<file path="config.mk">
export PLATFORM = sky130hd
export DESIGN_NAME = tick_updown_counter
export DESIGN_NICKNAME = d
export VERILOG_FILES = /design/src/rtl/cnt_pkg.sv /design/src/rtl/tick_prescaler.sv /design/src/rtl/tick_updown_counter.sv
export SDC_FILE = /design/constraint.sdc
export NUM_CORES = 1
export LEC_CHECK = 0
export CORE_MARGIN = 2
export CORE_UTILIZATION = 57
export DETAILED_ROUTE_END_ITERATION = 16
export PLACE_DENSITY_LB_ADDON = 0.25
export SYNTH_ARGS = -nofsm -noshare
export SYNTH_HDL_FRONTEND = slang
export SYNTH_SLANG_ARGS = --single-unit
</file>
<file path="constraint.sdc">
create_clock -name clk -period 2.08 [get_ports clk]
set_input_delay 0.312 -clock clk [delete_from_list [all_inputs] [get_ports clk]]
set_output_delay 0.312 -clock clk [all_outputs]
set_load 0.1 [all_outputs]
</file>
<file path="src/rtl/cnt_pkg.sv">
// Shared constants and elaboration helpers for the tick/up-down counter slice.
// Derives the prescaler divide ratio and register width from the clock/tick rates.
package cnt_pkg;

    localparam logic DIR_UP = 1'b1;
    localparam logic DIR_DN = 1'b0;

    function automatic int calc_div(input int unsigned clk_hz, input int unsigned tick_hz);
        return int'(clk_hz / tick_hz);
    endfunction

    // A divide ratio of 1 still needs a 1-bit register so the port widths stay legal.
    function automatic int calc_presc_w(input int unsigned clk_hz, input int unsigned tick_hz);
        int div;
        div = calc_div(clk_hz, tick_hz);
        return (div <= 1) ? 1 : $clog2(div);
    endfunction

endpackage

</file>
<file path="src/rtl/tick_prescaler.sv">
// Free-running clock divider: step is a combinational pulse on the last enabled
// cycle of each DIV-cycle period. clr restarts the period; en=0 preserves the phase.
module tick_prescaler
    import cnt_pkg::*;
#(
    parameter int unsigned CLK_HZ  = 50_000_000,
    parameter int unsigned TICK_HZ = 1
) (
    input  logic clk,
    input  logic rst,
    input  logic en,
    input  logic clr,
    output logic step
);

    localparam int DIV = calc_div(CLK_HZ, TICK_HZ);
    localparam int PW  = calc_presc_w(CLK_HZ, TICK_HZ);
    localparam logic [PW-1:0] LAST = PW'(DIV - 1);

    logic [PW-1:0] presc_q;
    logic [PW-1:0] presc_d;

    assign step = en && (presc_q == LAST);

    always_comb begin
        presc_d = presc_q;
        if (clr) begin
            presc_d = '0;
        end else if (en) begin
            presc_d = step ? '0 : presc_q + 1'b1;
        end
    end

    always_ff @(posedge clk) begin
        if (rst) begin
            presc_q <= '0;
        end else begin
            presc_q <= presc_d;
        end
    end

endmodule

</file>
<file path="src/rtl/tick_updown_counter.sv">
// Prescaled WIDTH-bit up/down counter with modulus MAX_VAL+1, load, enable and tc pulse.
// Bound behaviour: wraps by default; define CNT_SATURATE_EN to hold at the bound instead.
module tick_updown_counter
    import cnt_pkg::*;
#(
    parameter int unsigned CLK_HZ  = 50_000_000,
    parameter int unsigned TICK_HZ = 1,
    parameter int          WIDTH   = 4,
    parameter int          MAX_VAL = 2**WIDTH - 1
) (
    input  logic             clk,
    input  logic             rst,
    input  logic             en,
    input  logic             up_dn,
    input  logic             load,
    input  logic [WIDTH-1:0] load_val,
    output logic [WIDTH-1:0] count,
    output logic             tick,
    output logic             tc
);

    localparam logic [WIDTH-1:0] MAX_W = WIDTH'(MAX_VAL);
`ifdef CNT_SATURATE_EN
    localparam logic SATURATE = 1'b1;
`else
    localparam logic SATURATE = 1'b0;
`endif
    // Value taken after a bound hit in each direction.
    localparam logic [WIDTH-1:0] UP_BOUND_NEXT = SATURATE ? MAX_W : '0;
    localparam logic [WIDTH-1:0] DN_BOUND_NEXT = SATURATE ? '0 : MAX_W;

    logic             step;
    logic [WIDTH-1:0] count_q, count_d;
    logic             tick_q,  tick_d;
    logic             tc_q,    tc_d;

    tick_prescaler #(
        .CLK_HZ  (CLK_HZ),
        .TICK_HZ (TICK_HZ)
    ) u_prescaler (
        .clk  (clk),
        .rst  (rst),
        .en   (en),
        .clr  (load),
        .step (step)
    );

    always_comb begin
        count_d = count_q;
        tick_d  = 1'b0;
        tc_d    = 1'b0;
        if (load) begin
            count_d = (load_val > MAX_W) ? MAX_W : load_val;
        end else if (step) begin
            tick_d = 1'b1;
            if (up_dn == DIR_UP) begin
                if (count_q >= MAX_W) begin
                    tc_d    = 1'b1;
                    count_d = UP_BOUND_NEXT;
                end else begin
                    count_d = count_q + 1'b1;
                end
            end else begin
                if (count_q == '0) begin
                    tc_d    = 1'b1;
                    count_d = DN_BOUND_NEXT;
                end else begin
                    count_d = count_q - 1'b1;
                end
            end
        end
    end

    always_ff @(posedge clk) begin
        if (rst) begin
            count_q <= '0;
            tick_q  <= 1'b0;
            tc_q    <= 1'b0;
        end else begin
            count_q <= count_d;
            tick_q  <= tick_d;
            tc_q    <= tc_d;
        end
    end

    assign count = count_q;
    assign tick  = tick_q;
    assign tc    = tc_q;

endmodule

</file>
Word level (Yosys, flattened, before mapping)

Index checks and enable logic that the tools add are counted.

Bitwise operators: 1
$add $sub $neg: 3
Eq/ne operators: 1
Reductions and logical operators: 5
Mux-type cells: 11
$lt $le $gt $ge: 2

Operator list:

| operator                                              | number |
|---|---|
| adder 26 x 1 -> 26 bit (second input constant)        | 1 |
| == test 26 bit (second input constant)                | 1 |
| two-way mux 26 bit                                    | 1 |
| two-way mux 4 bit                                     | 6 |
| adder 4 x 1 -> 4 bit (second input constant)          | 1 |
| >= comparator 4 bit (second input constant)           | 1 |
| greater-than comparator 4 bit (second input constant) | 1 |
| zero test 4 bit                                       | 1 |
| two-way mux 1 bit                                     | 4 |
| subtractor 4 x 1 -> 4 bit (second input constant)     | 1 |
| OR reduction 3 bit                                    | 1 |
| nonzero test 2 bit                                    | 1 |
| OR reduction 2 bit                                    | 1 |
| logical AND 1 bit                                     | 1 |
| inverter 1 bit                                        | 1 |

Bits in registers: 32

Logic depth before layout (Yosys ltp)

Depth after elaboration: 5
Depth in mapped cells: 7

By module

A second synthesis with hierarchy kept.

Cells, all modules: 199
Area, all modules: 1706.6 µm²

By module, submodules not included:

| module              | cells each | area each (µm²) | sequential area each (µm²) | times used |
|---|---|---|---|---|
| tick_prescaler      | 156        | 1343.8          | 520.5                      | 1 |
| tick_updown_counter | 43         | 362.8           | 120.1                      | 1 |

Worst setup path before layout

OpenSTA, ideal clock, no wires.

Path type: reg-to-reg
Start point: reg count_q[0], in the netlist count[0]
End point: reg count_q[2], in the netlist count[2]
Arrival time: 2.102 ns
Path buffers: 0
Period minus slack after synthesis: 2.193 ns
Library setup time: 0.091 ns
Slack: -0.113 ns
Stages on the path, launching flop included: 5
Cells stage by stage: dfxtp_1 -> ha_1 -> mux2i_1 -> or4_1 -> a311oi_1

Word-level cells in the longest chain between the ends: 5
Elaborated cells between the ends (all ways): 9
Classes of those cells: add/sub: 2; order compare: 1; mux: 5; reduce/logical: 1

RTL lines:

| element                                                 | RTL line                                             | source |
|---|---|---|
| start, declared                                         | tick_updown_counter.sv:33                            | `logic [WIDTH-1:0] count_q, count_d;` |
| start signal, assigned                                  | tick_updown_counter.sv:80                            | `count_q <= count_d;` |
| subtractor 4 x 1 -> 4 bit, or another cell as far along | tick_updown_counter.sv:68                            | `count_d = count_q - 1'b1;` |
| two-way mux 4 bit, on equally long branches             | tick_updown_counter.sv:64, tick_updown_counter.sv:57 |  |
| two-way mux 4 bit (*)                                   | tick_updown_counter.sv:56                            | `if (up_dn == DIR_UP) begin` |
| two-way mux 4 bit (*)                                   | tick_updown_counter.sv:54                            | `end else if (step) begin` |
| two-way mux 4 bit (*)                                   | tick_updown_counter.sv:52                            | `if (load) begin` |

Mark *: on every way between the ends. The rest lies on a longest branch, timed or not. The select of a mux whose other input is x is not followed.
A chain may end at the register's enable or synchronous reset.

Worst setup path after layout

Start point: reg u_prescaler.presc_q[1]
End point: reg count_q[2], in the netlist count[2]

Word-level cells in the longest chain between the ends: 3

RTL lines:

| element                      | RTL line             | source |
|---|---|---|
| start, declared              | tick_prescaler.sv:20 | `logic [PW-1:0] presc_q;` |
| start signal, assigned       | tick_prescaler.sv:38 | `presc_q <= presc_d;` |
| == test 26 bit               | tick_prescaler.sv:23 | `assign step = en && (presc_q == LAST);` |
| logical AND 1 bit            | tick_prescaler.sv:23 |  |
| nonzero test 2 bit (no line) | -                    |  |

No other way between the ends.

==> run_results.csv <==
group,metric,value,unit
synth,yosysSeqAreaShare,36.3,%
clocking,numCtsBuffers,5,
sta,timing.fmax,514,MHz
global_route,grt_max_degree,14,
clocking,cts.sinks,32,
drt,drc_errors,0,
global_route,grt.overflow.total,0,
global_route,antenna_found_initial,0,
sta,setup_viol,0,
placement,placed_cell_area,1980,µm²
placement,io_buffers,14,
clocking,cts_setup_buffers,0,
placement,gp_congestion,0.891,
hold_path,min_path_type,"reg2reg",
sta,rsz0062_at_grt,"false",
clocking,holdBufCountCts,0,
synth,synth_nets,225,
global_route,grt_first_pass_wirelength,7.42,mm
drt,drtPass1Iterations,4,
sta,max_slew.worst_pin.slew,0.369,ns
layout,fin_area,2070,µm²
layout,drive_gt1_share,15.0,%
global_route,groute.usage.overall,27.7,%
drt,routedWlPerCell,16.4,µm
synth,synth_area,1770,µm²
synth,synthArstFlopShare,0,%
floorplanning,io_pins,15,
floorplanning,die_h,59.7,µm
synth,ys_seq_elements,32,
setup_path,crit_path_end_kind,"flip-flop",
placement,dpl.hpwl,3.11,mm
clocking,clkTransAtPathRegs,0.11,ns
floorplanning,dieArea,3560,µm²
layout,nets,245,
drt,vias,1763,
layout,area_growth,17.1,%
drt,totalWireLength,4.39,mm
pwr,peakVddDrop,0.519,mV
setup_path,crit_path_start_kind,"flip-flop",
clocking,cts_tree,"built",
synth,synth-main-ff-cell,"dfxtp_1",
global_route,grt_pass1_vias,1659,
synth,synth_cell_types,44,
drt,postRouteAntennaNets,0,
sta,layout_min_cycle_time,1.95,ns
setup_path,arrival,2.22,ns
clocking,cts_max_level,2,
job,maxCapViolations,0,
sta,skew,0.0130,ns
run_status,status,"finished, final reports clean",
sta,hold_viol,0,
setup_path,critPathRequiredTime,2.35,ns
layout,nFillCells,254,
clocking,worstSkewPairLatency,0.35,ns
floorplanning,num_rows,20,
synth,synth-edff-count,0,
layout,num_antenna_cells,0,
synth,yosys_warnings,0,
synth,syn_avg_cell_area,8.29,µm²
setup_path,crit_path_max_fanout,3,
floorplanning,initial_core_util,58.8,%
clocking,clockBufferDepth,2,
sta,finalMaxSlewViolations,0,
sta,tns,0,ns
layout,utilization,68.9,%
floorplanning,dieWidth,59.7,µm
floorplanning,core,3000,µm²
setup_path,worstSetupPathType,"reg2reg",
synth,syn-instance-count,213,
clocking,cts_root_buffer,"clkbuf_4",
drt,drt_iter0_drc,148,
sta,maxSlewHeadroom,75.0,%
pwr,p_leak,0.654,nW
drt,avgViaCountPerCell,6.60,
sta,post-route-period-util,93.6,%
pwr,power_density,599,nW/µm²
==> state kept, by name (all words and copies together), names as in the netlist <==
name / flops
count: 4
tc: 1
u_prescaler.presc_q: 26
tick: 1
==> cell usage after synthesis (7+ instances only) <==
library cell   n  share of area, %
dfxtp_1       32                36
a21oi_1       16               4.5
nor2_1        15               3.2
nand4_1       14               5.0
nand2_1       11               2.3
or3_1         11               3.9
o21ai_0       10               2.8
clkbuf_1       8               1.7
nand3_1        7               2.0
nor4_1         7               2.5
==> logic make-up after synthesis <==
kind of cell	Yosys count	share of synthesized area (%)
buffers and inverters	19	4.39
and+or+nand+nor	101	34.3
adders and majority gates	3	2.12
AOI/OAI and AO/OA	46	16.9
DFF	32	36.3
xor gates and xnor gates	11	5.45
muxes	1	0.567
==> routing by layer <==
| metal | wire length (µm) | up-vias | GRT usage [%] | share of wire, % |
|---|---|---|---|---|
| li1 | - | 853 | - | - |
| met4 | 65 | 0 | 10.5 | 1.5 |
| met2 | 2260 | 49 | 46.9 | 51 |
| met5 | 0 | - | 0 | 0 |
| met1 | 1860 | 854 | 33.9 | 42 |
| met3 | 209 | 7 | 6.28 | 4.8 |
==> placed cells by master, fill, tap and decap left out, drive strengths merged, types with 2 or more instances in the layout <==
master / netlist / layout
a21oi: 16 / 16
a41oi: 2 / 2
and2: 3 / 3
and3: 4 / 4
and4: 3 / 3
buf: 3 / 18
clkbuf: 10 / 6
clkdlybuf4s50: 0 / 8
dfxtp: 32 / 32
ha: 3 / 3
inv: 6 / 6
nand2: 11 / 11
nand2b: 2 / 2
nand3: 9 / 9
nand4: 14 / 14
nand4b: 2 / 2
nor2: 15 / 15
nor3: 3 / 3
nor4: 7 / 7
nor4b: 5 / 5
nor4bb: 2 / 2
o211ai: 4 / 4
o21ai: 10 / 10
o31ai: 4 / 4
or3: 11 / 11
or4: 6 / 6
xnor2: 6 / 6
xor2: 5 / 5
==> critical path, stage by stage, from the launching register on <==
cell and delay (ns):
dfxtp_1 0.37, ha_2 0.21, nand3_2 0.08, or3_1 0.39, or4_1 0.53, a311oi_2 0.28
==> per-stage QoR <==
stage / setup WS (ns) / cells / hold WS [ns] / total power, mW
finish: 0.133 / 267 / 0.514 / 1.24
global route: 0.00929 / 267 / 0.539 / 1.28
CTS: 0.100 / 267 / 0.513 / 1.24
detailed placement: -0.193 / 259 / 0.497 / 0.774
global placement: -0.126 / 259 / 0.473 / 0.770
floorplan: 0.0637 / 213 / 0.381 / 0.726
==> power by group <==
part / switching [mW] / internal, mW
logic: 0.0784 / 0.0537
registers: 0.0132 / 0.619
clock network: 0.224 / 0.252
total: 0.315 / 0.925
==> final timing paths <==
kind                                                          start                                   to  slack (ns)  cells after the start
worst min register to register  u_prescaler.presc_q[0]$_SDFFE_PP0P_  u_prescaler.presc_q[0]$_SDFFE_PP0P_        0.51                      2
worst max-delay path            u_prescaler.presc_q[1]$_SDFFE_PP0P_                count[2]$_SDFFE_PP0P_        0.13                      5
worst min-delay path            u_prescaler.presc_q[0]$_SDFFE_PP0P_  u_prescaler.presc_q[0]$_SDFFE_PP0P_        0.51                      2
worst max register to register  u_prescaler.presc_q[1]$_SDFFE_PP0P_                count[2]$_SDFFE_PP0P_        0.13                      5
==> area by class of cell <==
type	count	area (µm²)	area share, %
Clock buffer	6	41.3	2.00
Clock inverter	2	35.0	1.69
Inverter	6	22.5	1.09
Multi-Input combinational cell	162	1060	51.1
Sequential cell	32	644	31.1
Tap cell	33	41.3	2.00
Timing Repair Buffer	26	228	11.0
==> what timing repair did <==
action / in CTS / in global routing
endpoints found under the setup margin: 0 / 1
hold endpoints to repair: 0 / 0
resized for setup: 0 / 3
Note: power is estimated with default switching activity, not from simulation.
